==> src/rtl/mem_arb_pkg.sv <==
// Shared FSM/owner encodings and latency limits for mem_port_arbiter.
// The MEM_ARB_RR_EN macro is consumed by arb_pick, not by this package.
package mem_arb_pkg;

    typedef enum logic [1:0] {
        IDLE  = 2'd0,
        ISSUE = 2'd1,
        WAIT  = 2'd2,
        RESP  = 2'd3
    } arb_state_t;

    typedef enum logic {
        OWN_IF = 1'b0,
        OWN_D  = 1'b1
    } owner_t;

    localparam int LAT_MIN = 1;
    localparam int LAT_MAX = 4;
    localparam int CNT_W   = 3;

    function automatic bit lat_in_range(input int lat);
        return (lat >= LAT_MIN) && (lat <= LAT_MAX);
    endfunction

endpackage

==> src/rtl/mem_port_arbiter_pick.sv <==
// Combinational winner selection between fetch and data requesters.
// MEM_ARB_RR_EN selects round-robin; otherwise D has fixed priority over IF.
module arb_pick
    import mem_arb_pkg::*;
(
    input  logic   if_req,
    input  logic   d_req,
    input  owner_t last_owner,
    output logic   pick_valid,
    output owner_t pick
);

`ifndef MEM_ARB_RR_EN
    logic unused_last_owner;
    assign unused_last_owner = last_owner;
`endif

    // Winner selection; D is the fallback so pick is never undriven.
    always_comb begin
        pick_valid = if_req | d_req;
        pick       = OWN_D;
`ifdef MEM_ARB_RR_EN
        if (if_req && d_req) begin
            pick = (last_owner == OWN_D) ? OWN_IF : OWN_D;
        end else if (if_req) begin
            pick = OWN_IF;
        end else begin
            pick = OWN_D;
        end
`else
        if (d_req) begin
            pick = OWN_D;
        end else if (if_req) begin
            pick = OWN_IF;
        end else begin
            pick = OWN_D;
        end
`endif
    end

endmodule

==> src/rtl/mem_port_arbiter.sv <==
// Single-port memory arbiter between instruction fetch and load/store paths.
// Define MEM_ARB_RR_EN for round-robin arbitration (fixed D-over-IF otherwise).
module mem_port_arbiter
    import mem_arb_pkg::*;
#(
    parameter int AW  = 16,
    parameter int DW  = 16,
    parameter int LAT = 2
) (
    input  logic          clk,
    input  logic          reset,
    input  logic          if_req,
    input  logic [AW-1:0] if_addr,
    output logic          if_gnt,
    output logic          if_rvalid,
    output logic [DW-1:0] if_rdata,
    input  logic          d_req,
    input  logic          d_we,
    input  logic [AW-1:0] d_addr,
    input  logic [DW-1:0] d_wdata,
    output logic          d_gnt,
    output logic          d_rvalid,
    output logic [DW-1:0] d_rdata,
    output logic          mem_en,
    output logic          mem_we,
    output logic [AW-1:0] mem_addr,
    output logic [DW-1:0] mem_wdata,
    input  logic [DW-1:0] mem_rdata,
    output logic          busy
);

    if (!lat_in_range(LAT)) begin : g_lat_check
        $error("mem_port_arbiter: LAT out of range");
    end

    localparam logic [CNT_W-1:0] WAIT_LAST = CNT_W'((LAT >= 2) ? (LAT - 2) : 0);

    arb_state_t        state_r, state_n;
    owner_t            owner_r, owner_n, last_owner_r, pick;
    logic              we_r, we_n, load_s, pick_valid, resp_load_s;
    logic [CNT_W-1:0]  cnt_r, cnt_n;
    logic [DW-1:0]     if_rdata_r, d_rdata_r;

    arb_pick u_pick (
        .if_req     (if_req),
        .d_req      (d_req),
        .last_owner (last_owner_r),
        .pick_valid (pick_valid),
        .pick       (pick)
    );

    // Next-state logic; the request is latched only on the IDLE->ISSUE step.
    always_comb begin
        state_n = state_r;
        owner_n = owner_r;
        we_n    = we_r;
        cnt_n   = cnt_r;
        load_s  = 1'b0;
        case (state_r)
            IDLE: begin
                cnt_n = {CNT_W{1'b0}};
                if (pick_valid) begin
                    state_n = ISSUE;
                    load_s  = 1'b1;
                    owner_n = pick;
                    we_n    = (pick == OWN_D) && d_we;
                end else begin
                    state_n = IDLE;
                end
            end
            ISSUE: begin
                if (we_r || (LAT == 1)) begin
                    state_n = RESP;
                end else begin
                    state_n = WAIT;
                end
            end
            WAIT: begin
                if (cnt_r == WAIT_LAST) begin
                    state_n = RESP;
                end else begin
                    state_n = WAIT;
                    cnt_n   = cnt_r + CNT_W'(1);
                end
            end
            RESP:    state_n = IDLE;
            default: state_n = IDLE;
        endcase
    end

    // State register with the latched owner, direction and round-robin pointer.
    always_ff @(posedge clk) begin
        if (reset) begin
            state_r      <= IDLE;
            owner_r      <= OWN_IF;
            we_r         <= 1'b0;
            cnt_r        <= {CNT_W{1'b0}};
            last_owner_r <= OWN_IF;
        end else begin
            state_r <= state_n;
            owner_r <= owner_n;
            we_r    <= we_n;
            cnt_r   <= cnt_n;
            if (load_s) begin
                last_owner_r <= owner_n;
            end
        end
    end

    assign resp_load_s = (state_r == RESP) && !we_r;

    // Registered handshake and memory-side outputs, decoded from the next state.
    always_ff @(posedge clk) begin
        if (reset) begin
            if_gnt     <= 1'b0;
            d_gnt      <= 1'b0;
            if_rvalid  <= 1'b0;
            d_rvalid   <= 1'b0;
            mem_en     <= 1'b0;
            mem_we     <= 1'b0;
            mem_addr   <= {AW{1'b0}};
            mem_wdata  <= {DW{1'b0}};
            busy       <= 1'b0;
            if_rdata_r <= {DW{1'b0}};
            d_rdata_r  <= {DW{1'b0}};
        end else begin
            if_gnt    <= load_s && (owner_n == OWN_IF);
            d_gnt     <= load_s && (owner_n == OWN_D);
            mem_en    <= load_s;
            mem_we    <= load_s && we_n;
            if_rvalid <= (state_n == RESP) && (owner_n == OWN_IF);
            d_rvalid  <= (state_n == RESP) && (owner_n == OWN_D);
            busy      <= (state_n != IDLE);
            if (load_s) begin
                mem_addr <= (owner_n == OWN_D) ? d_addr : if_addr;
                if (owner_n == OWN_D) begin
                    mem_wdata <= d_wdata;
                end
            end
            if (resp_load_s) begin
                if (owner_r == OWN_IF) begin
                    if_rdata_r <= mem_rdata;
                end else begin
                    d_rdata_r <= mem_rdata;
                end
            end
        end
    end

    // Read data is forwarded in the RESP cycle so it lines up with rvalid.
    assign if_rdata = (resp_load_s && (owner_r == OWN_IF)) ? mem_rdata : if_rdata_r;
    assign d_rdata  = (resp_load_s && (owner_r == OWN_D))  ? mem_rdata : d_rdata_r;

endmodule

==> config.mk <==
export PLATFORM = sky130hd
export DESIGN_NAME = mem_port_arbiter
export DESIGN_NICKNAME = d
export VERILOG_FILES = /design/src/rtl/mem_arb_pkg.sv /design/src/rtl/mem_port_arbiter_pick.sv /design/src/rtl/mem_port_arbiter.sv
export SDC_FILE = /design/constraint.sdc
export NUM_CORES = 1
export LEC_CHECK = 0
export CORE_ASPECT_RATIO = 0.6
export CORE_MARGIN = 4
export CORE_UTILIZATION = 45
export CTS_CLUSTER_SIZE = 28
export DETAILED_ROUTE_END_ITERATION = 7
export HOLD_SLACK_MARGIN = 0.05
export PLACE_DENSITY_LB_ADDON = 0.08
export SLEW_MARGIN = 15
export SYNTH_ARGS = -nofsm -noshare
export SYNTH_HDL_FRONTEND = slang
export SYNTH_SLANG_ARGS = --single-unit
==> constraint.sdc <==
create_clock -name clk -period 3.89 [get_ports clk]
set_input_delay 0.778 -clock clk [delete_from_list [all_inputs] [get_ports clk]]
set_output_delay 0.778 -clock clk [all_outputs]
set_load 0.01 [all_outputs]
==> qor.yml <==
cp_data_required_time_ps: 3110
hold_viol: 0
grt_pass1_vias: 2609
skew_ps: 4.39
post-route-min-period_ps: 3110
yosysSeqAreaShare_pct: 50.4
cts_setup_buffers: 0
place_area_um2: 4510
ant_nets: 0
die_area_um2: 8310
routabilityCongestion: 0.754
multi_input_comb_area_um2: 1410
cts_tree: "yes"
syn-num-nets: 377
postCtsHoldBufs: 0
grt.overflow.total: 0
holdPathEnd: "mem_wdata[10]"
syn_avg_cell_area_um2: 10.3
timing.fmax_mhz: 322
grt_pass1_wl_mm: 12.7
finalMaxSlewViolations: 0
fin_nets: 511
root_buffer: "clkbuf_16"
synthesis.area_um2: 3100
fill_cells: 523
reg2reg_depth: 5
critPathKind: "flip-flop to output pin"
clock_path_buffers: 2
worst-r2r-setup-slack_ps: 1470
portBuffers: 139
fp.dieH_um: 72.2
setup_ws_ps: 784
stdcell_area_um2: 4760
grt_antenna_before_repair: 0
clkLatencyLatePin_ps: 320
timing.rr.start: "state_r[0]"
final_cell_mix: "138 x clkdlybuf4s50_1, 78 x dfxtp_1, 34 x nand2_1"
netlist_instances: 301
min_period_over_period_pct: 79.8
hp-start: "mem_wdata[10]"
worst-path-max-fanout: 16
grt_start_max_net_pins: 40
htreeDepth: 3
maxSlewHeadroom_pct: 53.0
worstReg2RegEnd: "mem_addr[5]"
outcome: "complete, no violations"
drive_gt1_share_pct: 10.7
post-place-ws_ps: 1110
via_count: 2593
vias_per_cell: 4.94
initialDrtViolationCount: 136
synth_edf_count: 0
power_density_nw_per_um2: 525
drv_cap: 0
rsz0062_at_grt: "false"
setup_tns_ps: 0
grt_usage_pct: 19.5
synth_top_flop_cell: "dfxtp_1"
drc: 0
firstDrtPassIters: 4
async_reset_ff_share_pct: 0
setup_viol: 0
final_common_cell: "clkdlybuf4s50_1"
initial_core_util_pct: 46.4
critPathCaptureType: "output pin"
ys_types: 34
synth_seq_cells: 78
diodes: 0
leakage_nw: 1.92
die_w_um: 115
whs_path_depth: 2
core_region_area_um2: 6680
routed_wl_mm: 7.95
peakVddDrop_uv: 356
synthToLayoutAreaGrowth_pct: 53.9
path_clk_slew_ps: 50
hold_class: "flip-flop to flip-flop"
cts_sinks: 78
wl_per_cell_um: 15.1
seq_area_um2: 1560
row_count: 23
ios: 140
hpwl_mm: 5.70
startpoint_type: "flip-flop"
yosys_warnings: 0
worst_pin_slew_ps: 705
ctsResizeCount: 0
cp_data_arrival_time_ps: 2330
cts_made_buffers: 9
[final cells by class]
type                    instances  area share [%]
clock inverters                 2           0.210
clock buffers                  12            5.17
repair buffers                141            29.4
multi-input cells             199            29.7
flip-flops and latches         78            32.8
inverters                       6           0.473
well taps                      87            2.29
[sequential cells by signal (all words and copies together), names as in the netlist, 2 cells and up]
| register | flops |
|---|---|
| cnt_r | 3 |
| d_rdata_r | 16 |
| if_rdata_r | 16 |
| mem_addr | 16 |
| mem_wdata | 16 |
| state_r | 2 |
[how the worst max path moves through the flow]
stage | startpoint | to | slack, ps
finish | state_r[1] | if_rdata[10] | 780
global route | state_r[1] | if_rdata[10] | 660
CTS | state_r[1] | if_rdata[10] | 760
detailed placement | mem_rdata[6] | d_rdata[6] | 1110
global placement | mem_rdata[5] | d_rdata[5] | 1130
floorplan | state_r[0] | if_rdata[0] | 1690
[metrics by stage]
stage          util, %  instances  power, mW  hold WS [ps]
2_1_floorplan        -        301       1.41           466
3_3_place_gp      67.5        511       1.77           441
3_5_place_dp      67.5        511       1.79           446
4_1_cts           71.3        525       2.53           454
5_1_grt           71.3        525       2.65           465
6_report          71.3        525       2.50           452
[power breakdown]
part | switching (mW) | internal [mW]
registers | 0.0578 | 0.919
clock network | 0.290 | 0.440
logic | 0.376 | 0.420
[cells by family (layout without fill, tap and decap cells)]
| logic type | Yosys count | after routing | share of synthesized area, % |
|---|---|---|---|
| adder cells (fa/ha/maj) | 7 | 7 | 2.83 |
| AO/OA/AOI/OAI | 55 | 55 | 11.5 |
| buffers and inverters | 24 | 161 | 3.92 |
| AND/OR/NAND/NOR | 104 | 104 | 18.1 |
| multiplexers | 33 | 33 | 13.2 |
| flip-flops | 78 | 78 | 50.4 |
[routing by layer]
layer	up-vias	track usage, %	routed length, um	share of wire [%]
met2	86	30.3	3570	45
met5	-	0	0	0
met4	0	5.73	61	0.77
met3	8	8.08	654	8.2
li1	1298	-	-	-
met1	1201	25.0	3660	46
[Yosys cell counts (7+ instances only)]
master / n / area, um^2
a211oi_1: 12 / 90.1
a21oi_1: 20 / 100
and2b_1: 10 / 75.1
clkbuf_1: 10 / 37.5
dfxtp_1: 78 / 1560
ha_1: 7 / 87.6
mux2_2: 19 / 214
mux2_4: 10 / 150
nand2_1: 34 / 128
nor2_1: 21 / 78.8
nor2b_1: 23 / 144
o22ai_1: 12 / 75.1
[worst max-delay path, cell delays in order, from the launching register on]
cell and delay, ps:
dfxtp_1 370, ha_1 240, nor3b_4 200, buf_4 320, mux2_2 390, clkdlybuf4s50_1 490
(Power assumes the default switching activity.)
